===== src/rtl/mem_io_bridge.sv =====
// CPU data-bus bridge: word RAM, switch/LED registers and a
// multiplexed 8-digit 7-segment display driver.
module mem_io_bridge #(
   parameter int SCAN_DIV  = 100000,
   parameter int RAM_WORDS = 64
) (
   input  logic        clk,
   input  logic        reset,
   input  logic        memwrite,
   input  logic [31:0] aluout,
   input  logic [31:0] writedata,
   output logic [31:0] readdata,
   input  logic [15:0] sw,
   output logic [15:0] led,
   output logic [7:0]  an,
   output logic [6:0]  seg
);

   localparam int AW = (RAM_WORDS > 1) ? $clog2(RAM_WORDS) : 1;
   localparam int CW = (SCAN_DIV > 1) ? $clog2(SCAN_DIV) : 1;

   logic [29:0]   waddr;
   logic [AW-1:0] ram_idx;
   logic          sel_ram, sel_status, sel_switch, sel_led, sel_seg;
   logic          ram_we;
   logic [1:0]    unused_addr;

   logic [31:0]   ram_q [RAM_WORDS];

   logic [15:0]   led_q, led_d;
   logic [31:0]   segreg_q, segreg_d;
   logic          sw_chg_q, sw_chg_d;
   logic [15:0]   sw_meta_q, sw_sync_q, sw_prev_q;
   logic [CW-1:0] scan_cnt_q, scan_cnt_d;
   logic [2:0]    dsel_q, dsel_d;
   logic [7:0]    an_q, an_d;
   logic [6:0]    seg_q, seg_d;

   function automatic logic [6:0] hex7(input logic [3:0] h);
      case (h)
         4'h0: hex7 = 7'b1000000;
         4'h1: hex7 = 7'b1111001;
         4'h2: hex7 = 7'b0100100;
         4'h3: hex7 = 7'b0110000;
         4'h4: hex7 = 7'b0011001;
         4'h5: hex7 = 7'b0010010;
         4'h6: hex7 = 7'b0000010;
         4'h7: hex7 = 7'b1111000;
         4'h8: hex7 = 7'b0000000;
         4'h9: hex7 = 7'b0010000;
         4'hA: hex7 = 7'b0001000;
         4'hB: hex7 = 7'b0000011;
         4'hC: hex7 = 7'b1000110;
         4'hD: hex7 = 7'b0100001;
         4'hE: hex7 = 7'b0000110;
         default: hex7 = 7'b0001110;
      endcase
   endfunction

   assign unused_addr = aluout[1:0];
   assign waddr       = aluout[31:2];
   assign ram_idx     = aluout[AW+1:2];
   assign sel_ram     = waddr < 30'(RAM_WORDS);
   assign sel_status  = waddr == 30'h3FC0;
   assign sel_switch  = waddr == 30'h3FC1;
   assign sel_led     = waddr == 30'h3FC2;
   assign sel_seg     = waddr == 30'h3FC3;

   // RAM is unreset; a write landing while reset is held is dropped
   assign ram_we = memwrite & sel_ram & reset;

   always_ff @(posedge clk) begin
      if (ram_we) ram_q[ram_idx] <= writedata;
   end

   always_comb begin
      readdata = '0;
      unique case (1'b1)
         sel_ram:    readdata = ram_q[ram_idx];
         sel_status: readdata = {31'b0, sw_chg_q};
         sel_switch: readdata = {16'b0, sw_sync_q};
         sel_led:    readdata = {16'b0, led_q};
         sel_seg:    readdata = segreg_q;
         default:    readdata = '0;
      endcase
   end

   always_comb begin
      led_d      = led_q;
      segreg_d   = segreg_q;
      sw_chg_d   = sw_chg_q;
      scan_cnt_d = scan_cnt_q + CW'(1);
      dsel_d     = dsel_q;
      if (memwrite && sel_led)    led_d    = writedata[15:0];
      if (memwrite && sel_seg)    segreg_d = writedata;
      if (memwrite && sel_status) sw_chg_d = 1'b0;
      if (sw_sync_q != sw_prev_q) sw_chg_d = 1'b1;
      if (scan_cnt_q == CW'(SCAN_DIV - 1)) begin
         scan_cnt_d = '0;
         dsel_d     = dsel_q + 3'd1;
      end
      // decode from next-state values so a SEGREG write shows at once
      an_d  = ~(8'b1 << dsel_d);
      seg_d = hex7(segreg_d[{dsel_d, 2'b00} +: 4]);
   end

   always_ff @(posedge clk or negedge reset) begin
      if (!reset) begin
         led_q      <= '0;
         segreg_q   <= '0;
         sw_chg_q   <= 1'b0;
         sw_meta_q  <= '0;
         sw_sync_q  <= '0;
         sw_prev_q  <= '0;
         scan_cnt_q <= '0;
         dsel_q     <= '0;
         an_q       <= 8'hFE;
         seg_q      <= 7'b1000000;
      end else begin
         led_q      <= led_d;
         segreg_q   <= segreg_d;
         sw_chg_q   <= sw_chg_d;
         sw_meta_q  <= sw;
         sw_sync_q  <= sw_meta_q;
         sw_prev_q  <= sw_sync_q;
         scan_cnt_q <= scan_cnt_d;
         dsel_q     <= dsel_d;
         an_q       <= an_d;
         seg_q      <= seg_d;
      end
   end

   assign led = led_q;
   assign an  = an_q;
   assign seg = seg_q;

endmodule


===== config.mk =====
export PLATFORM = sky130hd
export DESIGN_NAME = mem_io_bridge
export DESIGN_NICKNAME = d
export VERILOG_FILES = /design/src/rtl/mem_io_bridge.sv
export SDC_FILE = /design/constraint.sdc
export NUM_CORES = 2
export LEC_CHECK = 0
export BUFFER_PORTS_ARGS = -buffer_cell sky130_fd_sc_hd__buf_2
export CAP_MARGIN = 20
export CORE_MARGIN = 5
export CORE_UTILIZATION = 45
export CTS_CLUSTER_SIZE = 20
export DETAILED_ROUTE_END_ITERATION = 12
export PLACE_DENSITY_LB_ADDON = 0.12
export SLEW_MARGIN = 20
export SYNTH_ARGS = -nofsm -noshare
export SYNTH_HDL_FRONTEND = slang
export SYNTH_SLANG_ARGS = --single-unit

===== constraint.sdc =====
create_clock -name clk -period 7.6 [get_ports clk]
set_input_delay 0.38 -clock clk [delete_from_list [all_inputs] [get_ports clk]]
set_output_delay 0.38 -clock clk [all_outputs]
set_load 0.01 [all_outputs]

==> metrics.log <==
[metrics] crit path time final: 5.11 ns
[metrics] most area-consuming cells after synthesis: edfxtp_1, o22ai_1, dfrtp_1
[metrics] cell type contributing the most total cell area after synthesis: edfxtp_1
[metrics] endpoint class of the critical path: output port
[metrics] maximum fanout encountered on the critical timing path: 31
[metrics] Synth Cell Area: 0.0785 sq mm
[metrics] #FFs+latches synth: 2,180
[metrics] unrepaired setup endpoints after global routing: false
[metrics] max-slew violation count: 0
[metrics] number of port buffers: 143
[metrics] actual transition at the worst max-transition pin: between 1 and 1.5 ns
[metrics] global placement routability congestion: 0.812
[metrics] average cell area after synthesis: 17.8 sq um
[metrics] ranking of synthesized cells by instance count: edfxtp_1, o22ai_1, clkbuf_1, nor4_1, nor2_1
[metrics] clock tree from TritonCTS: yes
[metrics] Worst Setup Slack, final: about 2.5 ns
[metrics] clock slew seen by the registers of the worst setup and hold paths: ~0.060 ns
[metrics] critical path start-end classification: in2out
[metrics] source-to-sink clock delay at the later pin of the worst-skew pair: 0.86 ns
[metrics] total iterations of the first detailed-routing run: 6
[metrics] DP Wirelength: between 150 and 200 mm
[metrics] status: completed
[metrics] WP buf/inv: 4
[metrics] post-route non-filler standard cell count: 7,252
[metrics] H-tree levels: 4
[metrics] number of clock sinks: 2,180
[metrics] cts bufs inserted: 213
[metrics] number of maximum-capacitance constraint violations: 0
[metrics] GRT Overall Usage: 0.286
[metrics] Resized cells post-CTS: 0
[metrics] Initial Utilization: 0.452
[metrics] I/O pin count: 146
[metrics] final worst clock skew: 0.0260 ns
[metrics] number of global-route vias before repair: 45,400
[metrics] data required time at the worst endpoint: ~7.2 ns
[metrics] vertical die dimension: 428 um
[metrics] post-synth top area share: 0.783
[metrics] final wirelength: approximately 260 mm
[metrics] initial antenna violation count: 13
[metrics] Critical Path AT: 4.73 ns
[metrics] Final setup viols: 0
[metrics] type of the tightest min-delay check: in2reg
[metrics] fin area: 0.0907 sq mm
[metrics] VDD IR-drop max: around 0.27 mV
[metrics] Initial DRC Count: 6,282
[metrics] part of the Yosys area used for sequential elements: 0.826
[metrics] fraction of the cycle the final worst path needs: 0.672
[metrics] area inside the core boundary: 0.174 sq mm
[metrics] Final Hold Slack: 0.0526 ns
[metrics] via total after detailed routing: 47,100
[metrics] kind of cell adding the most delay to the critical path: compound AO/OA/AOI/OAI gates
[metrics] remaining global-route overflow: 0
[metrics] root buffer cell: clkbuf_16
[metrics] setup fix buffers added after clock tree synthesis: 0
[metrics] vias per cell: 6.49
[metrics] most instantiated flip-flop cell in the synthesis netlist: edfxtp_1
[metrics] final sum of negative setup slack: 0 ns
[metrics] post-detailed-placement cell area: ~0.084 sq mm
[metrics] worst slack, placed: 2.55 ns
[metrics] # hold bufs at CTS: 28
[metrics] placed instance count: 6,826
[metrics] tightest slew margin relative to the limit: 0.199
[metrics] net count of the mapped netlist: 4,509
[metrics] final layout net count: 4,837
[metrics] number of distinct standard cells referenced by the synthesized netlist: between 80 and 90
[metrics] Hold Violations, Final: 0
[metrics] pwr dens: 269 mW/mm^2
[metrics] Post-synth EDFFs: 2,048
[metrics] maximum number of pins on one net before global-route repair: 83
[metrics] detailed-route DRC error count: 0
[metrics] largest buffer count on any clock path: 3
[metrics] fraction of layout cells with a size suffix above 1: 0.164
[metrics] static leakage: roughly 29 nW
[metrics] number of warning messages in the yosys log: 0
[metrics] Synth-to-Final Area Change: 15.5%
[metrics] Critical Path Slowest Stage Cell: nand3b_1
[metrics] synthesized netlist cell count: ~4,400
[metrics] routed wire length per instance: 36.5 um
[metrics] crit-path cells: buf_2, nand3b_1, buf_4, buf_12, o22ai_1, or4_1, o21ai_0, o21ai_0, nand2_1, o21ai_0, o21ai_0, buf_2
[metrics] residual antenna-violating net count after detailed routing: 0
[metrics] row count: 153
[metrics] most common cell in the netlist: edfxtp_1
[metrics] highest clock frequency the design can meet: 0.196 GHz
[metrics] category of the worst setup path launch point: input port
[metrics] Die Wd: 428 um
[metrics] global-route wire length before repair: 365 mm
[metrics] share of synthesized flip-flops with an asynchronous set or reset: 0.0606
[metrics] peak per-stage delay on the critical path: roughly 0.74 ns
[metrics] library cell appearing most often on the critical path: o21ai_0
[metrics] area of the die: 0.183 sq mm
[metrics] worst reg-to-reg setup slack: 2.88 ns
==> through the flow <==
step	total power, mW	utilization
2_1_floorplan	13.8	-
3_3_place_gp	14.4	0.481
3_5_place_dp	14.4	0.482
4_1_cts	24.5	0.522
5_1_grt	25.1	0.522
6_report	24.4	0.522
==> sequential cells by signal, summed over array words and instances, names as in the netlist <==
register and count:
scan_cnt_q 17, sw_meta_q 16, sw_sync_q 16, sw_chg_q 1, dsel_q 3, segreg_q 32, ram_q 2048, led 16
sw_prev_q 16, seg 7, an 8
==> final cells by class <==
cell class | count | area, sq um
fillers | 14100 | 82900
flip-flops and latches | 2180 | 64800
multi-input cells | 1944 | 13100
clock buffers | 284 | 5830
repair buffers | 398 | 3120
well taps | 2325 | 2910
clock inverters | 105 | 846
inverters | 9 | 36.3
diodes | 7 | 17.5
==> kinds of logic (layout without fill, tap and decap cells) <==
family	after synthesis	in the layout	share of synthesized area
xor+xnor	33	33	0.00368
other cells	0	7	0
simple gates	550	550	0.0367
compound gates	1293	1293	0.109
fa+ha+maj	8	8	0.00128
buf+inv	294	796	0.0144
mux	60	60	0.00942
flops	2180	2180	0.826
==> layer usage <==
layer	GRT usage	vias to the layer above	wire, um	part of all wire
met5	0	-	13	0.000049
met1	0.402	24800	107000	0.40
met4	0.0991	2	9710	0.037
met3	0.0582	393	24800	0.094
met2	0.448	2582	124000	0.47
li1	-	19300	-	-
==> worst paths after layout <==
path | endpoint | startpoint | cells past startpoint
min in group asynchronous | an[2] | reset | 2
max in group asynchronous | scan_cnt_q[12] | reset | 3
max | readdata[17] | aluout[2] | 12
max reg2reg | seg[0] | scan_cnt_q[12] | 12
min reg2reg | sw_sync_q[8] | sw_meta_q[8] | 0
min | ram_q[33][30] | writedata[30] | 1
==> placed cells by master, fill, tap and decap left out, drive strengths merged, types with 16 or more instances in the layout <==
master	instances
clkinv	84
buf	371
nor2	155
nor3	42
a222oi	16
dlygate4sd3	27
or4	40
o41ai	29
a21oi	39
mux2	42
clkbuf	284
edfxtp	2048
nand2	88
nor4	156
o21ai	63
dfrtp	124
o22ai	952
a22oi	27
o221ai	43
o22a	39
xnor2	25
==> power by group <==
| group | switching [mW] | internal (mW) | total [mW] |
|---|---|---|---|
| Sequential | 0.00908 | 13.1 | 13.1 |
| Combinational | 0.766 | 0.260 | 1.03 |
| Clock | 4.47 | 5.77 | 10.2 |
| Total | 5.25 | 19.2 | 24.4 |
==> worst reg2reg max path, cell delays in order (launching register included) <==
cell      delay (ns)
dfrtp_1         0.42
or4b_4          0.54
nor4_4          0.33
buf_4           0.30
nand2_1         0.11
xor2_1          0.53
clkinv_1        0.48
a21o_1          0.28
o41ai_2         0.70
inv_1           0.15
ha_1            0.28
or3_1           0.37
o221a_1         0.12
(Power assumes the default switching activity.)
